$ cat src/rtl/ascon_pkg.sv
// Shared types and S-box tables for the ASCON S-box datapath.
// ASCON_SBOX_INV_EN adds the inverse table.
package ascon_pkg;

  localparam int unsigned NUM_WORDS  = 5;
  localparam int unsigned WORD_WIDTH = 64;

  // Word 0 is x0, the MSB of every 5-bit column index.
  typedef logic [NUM_WORDS-1:0][WORD_WIDTH-1:0] ascon_state_t;

  localparam logic [4:0] SBOX [32] = '{
    5'h04, 5'h0b, 5'h1f, 5'h14, 5'h1a, 5'h15, 5'h09, 5'h02,
    5'h1b, 5'h05, 5'h08, 5'h12, 5'h1d, 5'h03, 5'h06, 5'h1c,
    5'h1e, 5'h13, 5'h07, 5'h0e, 5'h00, 5'h0d, 5'h11, 5'h18,
    5'h10, 5'h0c, 5'h01, 5'h19, 5'h16, 5'h0a, 5'h0f, 5'h17
  };

`ifdef ASCON_SBOX_INV_EN
  localparam logic [4:0] SBOX_INV [32] = '{
    5'h14, 5'h1a, 5'h07, 5'h0d, 5'h00, 5'h09, 5'h0e, 5'h12,
    5'h0a, 5'h06, 5'h1d, 5'h01, 5'h19, 5'h15, 5'h13, 5'h1e,
    5'h18, 5'h16, 5'h0b, 5'h11, 5'h03, 5'h05, 5'h1c, 5'h1f,
    5'h17, 5'h1b, 5'h04, 5'h08, 5'h0f, 5'h0c, 5'h10, 5'h02
  };
`endif

endpackage

$ cat src/rtl/ascon_sbox5.sv
// Combinational 5-bit ASCON S-box lookup; the inverse table exists only
// when ASCON_SBOX_INV_EN is defined, otherwise inv is ignored.
module ascon_sbox5
  import ascon_pkg::*;
(
  input  logic [4:0] x,
  input  logic       inv,
  output logic [4:0] y
);

`ifdef ASCON_SBOX_INV_EN
  assign y = inv ? SBOX_INV[x] : SBOX[x];
`else
  logic unused_inv;
  assign unused_inv = inv;
  assign y = SBOX[x];
`endif

endmodule

$ cat src/rtl/ascon_sbox_folded.sv
// Folded ASCON S-box layer: SLICES columns of the 320-bit state per cycle,
// valid/ready on both sides. ASCON_SBOX_INV_EN enables the inverse mode.
module ascon_sbox_folded
  import ascon_pkg::*;
#(
  parameter int unsigned SLICES = 64
) (
  input  logic         clk_i,
  input  logic         rst_ni,
  input  logic         valid_i,
  output logic         ready_o,
  input  ascon_state_t state_i,
  input  logic         inv_i,
  output logic         valid_o,
  input  logic         ready_i,
  output ascon_state_t state_o,
  output logic         busy_o
);

  localparam int unsigned N     = WORD_WIDTH / SLICES;
  localparam int unsigned CW    = (N > 1) ? $clog2(N) : 1;
  localparam int unsigned SHIFT = $clog2(SLICES);
  localparam int unsigned IW    = $clog2(WORD_WIDTH);

  if ((SLICES != 1) && (SLICES != 2) && (SLICES != 4) && (SLICES != 8) &&
      (SLICES != 16) && (SLICES != 32) && (SLICES != 64)) begin : g_bad_slices
    $error("ascon_sbox_folded: illegal SLICES value %0d", SLICES);
  end

  typedef enum logic [1:0] {IDLE, RUN, DONE} fsm_e;

  fsm_e                   fsm_q;
  logic [CW-1:0]          cnt_q;
  logic                   inv_q;
  logic [IW-1:0]          base_c;
  logic [SLICES-1:0][4:0] col_c;
  logic [SLICES-1:0][4:0] sub_c;
  ascon_state_t           st_run_c;

  // First column handled in the current pass.
  assign base_c = IW'(cnt_q) << SHIFT;

  always_comb begin
    col_c = '0;
    for (int s = 0; s < SLICES; s++) begin
      for (int w = 0; w < NUM_WORDS; w++) begin
        col_c[s][4-w] = state_o[w][base_c + IW'(s)];
      end
    end
  end

  for (genvar g = 0; g < SLICES; g++) begin : g_sbox
    ascon_sbox5 u_sbox (
      .x  (col_c[g]),
      .inv(inv_q),
      .y  (sub_c[g])
    );
  end

  // Working register with the current pass's columns substituted.
  always_comb begin
    st_run_c = state_o;
    for (int s = 0; s < SLICES; s++) begin
      for (int w = 0; w < NUM_WORDS; w++) begin
        st_run_c[w][base_c + IW'(s)] = sub_c[s][4-w];
      end
    end
  end

`ifdef ASCON_SBOX_INV_EN
  always_ff @(posedge clk_i or negedge rst_ni) begin
    if (!rst_ni) begin
      inv_q <= 1'b0;
    end else if ((fsm_q == IDLE) && valid_i && ready_o) begin
      inv_q <= inv_i;
    end
  end
`else
  logic unused_inv_i;
  assign unused_inv_i = inv_i;
  assign inv_q        = 1'b0;
`endif

  always_ff @(posedge clk_i or negedge rst_ni) begin
    if (!rst_ni) begin
      fsm_q   <= IDLE;
      cnt_q   <= '0;
      state_o <= '0;
      ready_o <= 1'b1;
      valid_o <= 1'b0;
      busy_o  <= 1'b0;
    end else begin
      case (fsm_q)
        IDLE: begin
          if (valid_i && ready_o) begin
            fsm_q   <= RUN;
            cnt_q   <= '0;
            state_o <= state_i;
            ready_o <= 1'b0;
            busy_o  <= 1'b1;
          end
        end
        RUN: begin
          state_o <= st_run_c;
          cnt_q   <= cnt_q + CW'(1);
          if (cnt_q == CW'(N - 1)) begin
            fsm_q   <= DONE;
            valid_o <= 1'b1;
          end
        end
        DONE: begin
          if (valid_o && ready_i) begin
            fsm_q   <= IDLE;
            valid_o <= 1'b0;
            ready_o <= 1'b1;
            busy_o  <= 1'b0;
          end
        end
        default: begin
          fsm_q   <= IDLE;
          ready_o <= 1'b1;
          valid_o <= 1'b0;
          busy_o  <= 1'b0;
        end
      endcase
    end
  end

endmodule

$ cat config.mk
export PLATFORM = sky130hd
export DESIGN_NAME = ascon_sbox_folded
export DESIGN_NICKNAME = d
export VERILOG_FILES = /design/src/rtl/ascon_pkg.sv /design/src/rtl/ascon_sbox5.sv /design/src/rtl/ascon_sbox_folded.sv
export SDC_FILE = /design/constraint.sdc
export NUM_CORES = 1
export LEC_CHECK = 0
export CORE_AREA = 3 3 252 254
export DETAILED_ROUTE_END_ITERATION = 6
export DIE_AREA = 0 0 255 257
export PLACE_DENSITY = 0.84
export SLEW_MARGIN = 30
export SYNTH_ARGS = -nofsm -noshare
export SYNTH_HDL_FRONTEND = slang
export SYNTH_SLANG_ARGS = --single-unit
$ cat constraint.sdc
create_clock -name clk_i -period 1.7 [get_ports clk_i]
set_input_delay 0.34 -clock clk_i [delete_from_list [all_inputs] [get_ports clk_i]]
set_output_delay 0.34 -clock clk_i [all_outputs]
set_load 0.02 [all_outputs]
After elaboration in Yosys (flattened, before gate mapping)
Memory sizes are Yosys's and may differ from the RTL's.
Index checks and enable logic that the tools add are counted.
Widths: inputs -> output; s select.
{"block": "op_classes", "reduce_logical": 8, "multipliers": 0, "n_addsub": 1, "div_mod_pow": 0, "n_shift": 0, "n_bitwise": 66, "eq_ne": 5, "muxes": 143, "magnitude_cmp": 64}
{"cell": "$mux 5", "count": 128}
{"cell": "$pmux 320 s2", "count": 1}
{"cell": "$ge 6x6->1 const B", "count": 64}
{"cell": "$not 5->6", "count": 64}
{"cell": "$mux 320", "count": 1}
{"cell": "$pmux 1 s3", "count": 3}
{"cell": "$reduce_and 3->1", "count": 3}
{"cell": "$mux 2", "count": 3}
{"cell": "$ne 2x2->1 const B", "count": 3}
{"cell": "$pmux 2 s3", "count": 1}
{"cell": "$mux 1", "count": 5}
{"cell": "$eq 2x1->1 const B", "count": 1}
{"cell": "$eq 2x2->1 const B", "count": 1}
{"cell": "$logic_and 1x1->1", "count": 2}
{"cell": "$logic_not 2->1", "count": 1}
{"cell": "$not 1->1", "count": 2}
{"cell": "$pmux 1 s2", "count": 1}
{"cell": "$reduce_and 2->1", "count": 1}
{"cell": "$reduce_bool 2->1", "count": 1}
{"cell": "$add 1x1->1 const B", "count": 1}
{"block": "word_totals", "wordCells": 361, "output_inout_bits": 323, "ff_bits": 326, "in_bits": 325, "n_memories": 64, "ramBits": 0, "mem_bits_ro": 10240, "latch_bits": 0}
{"name": "(name not given)", "depth": 32, "width": 5, "rd": 1, "rd_clocked_by_memory_dff": 0, "wr": 0, "line_no": "ascon_sbox5.sv:16", "text": "assign y = SBOX[x];"}
{"name": "(name not given)", "depth": 32, "width": 5, "rd": 1, "rd_clocked_by_memory_dff": 0, "wr": 0, "line_no": "ascon_sbox5.sv:16"}
{"name": "(name not given)", "depth": 32, "width": 5, "rd": 1, "rd_clocked_by_memory_dff": 0, "wr": 0, "line_no": "ascon_sbox5.sv:16"}
{"name": "(name not given)", "depth": 32, "width": 5, "rd": 1, "rd_clocked_by_memory_dff": 0, "wr": 0, "line_no": "ascon_sbox5.sv:16"}
{"name": "(name not given)", "depth": 32, "width": 5, "rd": 1, "rd_clocked_by_memory_dff": 0, "wr": 0, "line_no": "ascon_sbox5.sv:16"}
{"name": "(name not given)", "depth": 32, "width": 5, "rd": 1, "rd_clocked_by_memory_dff": 0, "wr": 0, "line_no": "ascon_sbox5.sv:16"}
{"name": "+58 memories"}

Longest topological paths before layout
{"block": "depth", "word_depth": 5, "depth_mapped": 8}

Cells and area by module
From an unflattened synthesis, not the netlist that was laid out.
{"block": "hier_totals", "hier_cells": 3425, "area_unflattened_um2": 31287.5}
{"mod": "ascon_sbox_folded", "n_inst": 1, "area_per_inst_um2": 15483.6, "cells_each": 1452, "seq_area_each_um2": 8159.1}
{"mod": "ascon_sbox5 at g_sbox[0].u_sbox ...", "n_inst": 52, "area_per_inst_um2": 251.5, "cells_each": 31, "seq_area_each_um2": 0.0}
{"mod": "ascon_sbox5 at g_sbox[60].u_sbox ...", "n_inst": 8, "area_per_inst_um2": 217.7, "cells_each": 28, "seq_area_each_um2": 0.0}
{"mod": "ascon_sbox5 at g_sbox[10].u_sbox ...", "n_inst": 3, "area_per_inst_um2": 262.8, "cells_each": 36, "seq_area_each_um2": 0.0}
{"mod": "ascon_sbox5 at g_sbox[13].u_sbox", "n_inst": 1, "area_per_inst_um2": 196.4, "cells_each": 29, "seq_area_each_um2": 0.0}

Least setup slack after synthesis
OpenSTA, ideal clock, no wires.
{"block": "synth_path", "path_kind": "flip-flop to flip-flop", "start": "register state_o[255] in the netlist's numbering", "end": "register state_o[127] in the netlist's numbering", "path_stages_with_launch": 9, "setup_slack_ns": -0.210, "n_path_buf": 1, "period_less_slack_ns": 1.910, "t_arrival_ns": 1.783, "t_required_ns": 1.574, "cell_sequence": "dfrtp_1 > inv_1 > ha_1 > clkbuf_1 > xnor2_1 > nor2_1 > a31oi_1 > a21oi_1 > a221o_1"}
{"block": "synth_between", "elab_chain_cells": 5}
{"element": "start: declaration", "line_no": "ascon_sbox_folded.sv:16", "text": "output ascon_state_t state_o,"}
{"element": "start signal: assignment", "line_no": "ascon_sbox_folded.sv:98", "text": "state_o <= state_i;"}
{"element": "start signal: assignment", "line_no": "ascon_sbox_folded.sv:104", "text": "state_o <= st_run_c;"}
{"element": "$not 5->6 (not written as such)", "line_no": "ascon_sbox5.sv:16"}
{"element": "$mem_v2 32x5"}
{"element": "$mux 5 (not written as such) (2 in a row)", "line_no": "ascon_sbox5.sv:16"}
{"element": "$pmux 320 s2", "line_no": "ascon_sbox_folded.sv:93", "text": "case (fsm_q)"}
Every way passes these cells. The select of a mux whose other input is x is not followed.
A chain may end at the register's enable or synchronous reset.

Worst setup path in the final report
{"block": "layout_path", "start": "register state_o[232] in the netlist's numbering", "end": "register state_o[296] in the netlist's numbering"}
The elaborated chain is that of the path after synthesis.

==> run metrics <==
Critical Path RT=2.14 ns; Final min period=1.83 ns; met3 Use GR=8.86%; RSZ-0062 raised after global routing=true; ys async rst share=100%; WL/cell=21.9 microns; top post-synthesis cells by area=dfrtp_1 30%, ha_1 16%, a21oi_1 8.1%; met1 Usage GRT=35.7%; Finished Core Util=63.2%; Synth Area in Compound Gates=27.6%; Mapped Area=0.0270 sq mm; Max Cap Violations=0; PwrDens=2290 mW/mm^2; Leak=17.1 nW; GPL Wtd Cong=0.982; die area=0.0655 sq mm; clock buffer depth=3; YS warnings=0; Peak VDD IR=1180 uV; Synth area leader=dfrtp_1; initial antenna violation count=10; crit path max fanout=5; maximum clock rate=546 MHz; Port Buf Inserts=646; final hold vios=0; drc violations=0; post-synth top area share=30.1%; post-synthesis sequential area ratio=30.2%; Slew Limit Fails=0; Post-Synth Adder-Cell Area=16.3%; post-route ant nets=0; first-pass GRT wire length=158000 microns; number of global-route vias before repair=28257; Initial Util=44.0%; H-tree Lvls=2; Global Route Usage Sum=30.3%; failing checks=setup timing; largest net degree at the start of global routing=85; vias per cell=6.00; Post-Route WL=107000 microns; TritonRoute pass-1 iters=6; DR iter-0 viols=2509; TNS Setup=-2.64 ns; post-place setup slack=-0.564 ns; Top Usage Layer GRT=met2; xor/xnor share of the synthesized area=6.84%; CTS Buf Count=41; critical path's slowest cell=o311ai_0; Total Power=88.9 mW; Clock transition at path regs=0.06 ns; Crit path largest cell delay=0.49 ns; Post-DP HPWL=75900 microns; ratio of final minimum period to clock period=108%; Gate Count Post-Synth=3218; share of layout cells above drive strength 1=22.4%; Slew @ Worst Pin=0.513 ns; Area Overhead vs Synth=43.7%; simple-gate share of the synthesized area=10.0%; top_reg_cell synth=dfrtp_1; Post-Syn Nets=3895; Worst-Skew Late Latency=0.56 ns; Layout Nets=4713; status=finished, violations left; Fill cells=4707; Die H=257 microns; core area=0.0615 sq mm; I/O pin cnt=648; via count=29227; Hold Slack=0.296 ns; Critical Path AT=2.27 ns; largest family of logic cells by synthesized area=compound AO/OA/AOI/OAI gates; post-route worst setup slack=-0.132 ns; relative slew slack=65.4%; setup violators final=83; Netlist cell types=52; multiplexer share of the synthesized area=2.03%; crit path launch type=flop; syn_area_per_cell=8.40 sq um; global routing met2 resource utilization=49.4%; Hold Crit Class=primary input to asynchronous set/reset pin; worst setup path category=flop to flop; Synth Register Bits=326; Critical Path Sink Type=flop; CTS Sinks=326; Row Count=91; total gr overflow=0; Post-synth EDFFs=0; TritonCTS clock tree=built; root buffer cell=clkbuf_16; clk_skew=0.0127 ns; chip width=255 microns; critical-path cell list=inv_1 -> buf_4 -> ha_1 -> o311ai_0 -> a31oi_1 -> o22a_1
-- per-stage QoR --
stage	area, sq um	cells
2_1_floorplan	27100	3218
3_3_place_gp	36500	4733
3_5_place_dp	36500	4733
4_1_cts	38100	4817
5_1_grt	38800	4861
6_report	38800	4869
-- worst paths after layout --
check                              from           end  slack, ns  cells past startpoint
setup / recovery           state_o[232]  state_o[296]      -0.13                      6
hold / removal                   rst_ni  state_o[245]       0.30                      2
setup reg to reg           state_o[232]  state_o[296]      -0.13                      6
hold reg to reg                  busy_o        busy_o       0.53                      1
max in group asynchronous        rst_ni  state_o[227]       0.67                      3
min in group clk_i          state_i[33]   state_o[33]       0.39                      3
-- sequential cells by signal, summed over array words and instances (netlist names) --
name	cells
state_o	320
fsm_q	2
busy_o	1
cnt_q	1
ready_o	1
valid_o	1
-- cell usage after synthesis (26+ instances only) --
master,n
a211oi_1,32
a21boi_1,36
a21oi_1,435
a221oi_1,69
a22oi_1,28
buf_2,118
clkbuf_1,119
dfrtp_1,325
ha_1,352
inv_1,192
mux2i_1,48
nand2_1,185
nand2b_1,26
nand3_1,27
nor2_1,231
nor3_1,83
o211ai_1,62
o21ai_0,265
o221ai_1,100
o22ai_1,56
o311ai_0,32
xnor2_1,89
xor2_1,122
-- timing repair --
item | in CTS | in global routing
endpoints found under the setup margin | 487 | 331
hold buffers | 1 | 0
cloned | 0 | 4
pin swaps | 0 | 9
resized for setup | 849 | 243
hold endpoints to repair | 21 | 0
buffers inserted | 9 | 36
-- cell type report --
cell class | count | area (sq um) | share of cell area, %
Multi-Input combinational cell | 2444 | 17500 | 45.0
Timing Repair Buffer | 1030 | 9820 | 25.3
Sequential cell | 326 | 8330 | 21.5
Clock buffer | 60 | 1220 | 3.14
Tap cell | 790 | 988 | 2.55
Inverter | 193 | 741 | 1.91
Clock inverter | 14 | 234 | 0.603
Antenna cell | 12 | 30.0 | 0.0773
-- kinds of logic (layout without fill, tap and decap cells) --
logic type	Yosys count	in the layout
xor gates and xnor gates	211	211
and+or+nand+nor	618	618
DFF	326	326
buffers and inverters	448	1297
adders and majority gates	352	352
AOI/OAI and AO/OA	1209	1209
muxes	54	54
other	0	12
-- report_power, final --
group          internal [mW]  switching [mW]  leakage [nW]
Clock                   5.89            3.81         0.711
Sequential              12.0            5.14          3.57
Combinational           26.5            35.6          12.8
-- critical path: cells and delay by family, from the launching register on --
family	cells	cell delay (ns)
compound gates	3	0.95
buf+inv	2	0.21
fa+ha+maj	1	0.19
flops	1	0.37
-- layout by cell type (no fill, tap or decap), types with 87 or more instances in the layout --
cell type	count
xor2_1	121
clkdlybuf4s15_2	134
xnor2_1	87
clkdlybuf4s50_1	322
a21oi_1	411
nor2_1	230
dlygate4sd2_1	95
dfrtp_2	137
dfrtp_1	187
o221ai_1	96
inv_1	172
nand2_1	183
o21ai_0	232
ha_1	332
buf_4	326
-- layer usage --
layer	part of all wire (%)	vias to the layer above
met2	47	1621
met4	6.2	8
li1	-	13224
met5	0.060	-
met1	37	13981
met3	10	393
(Power assumes the default switching activity.)
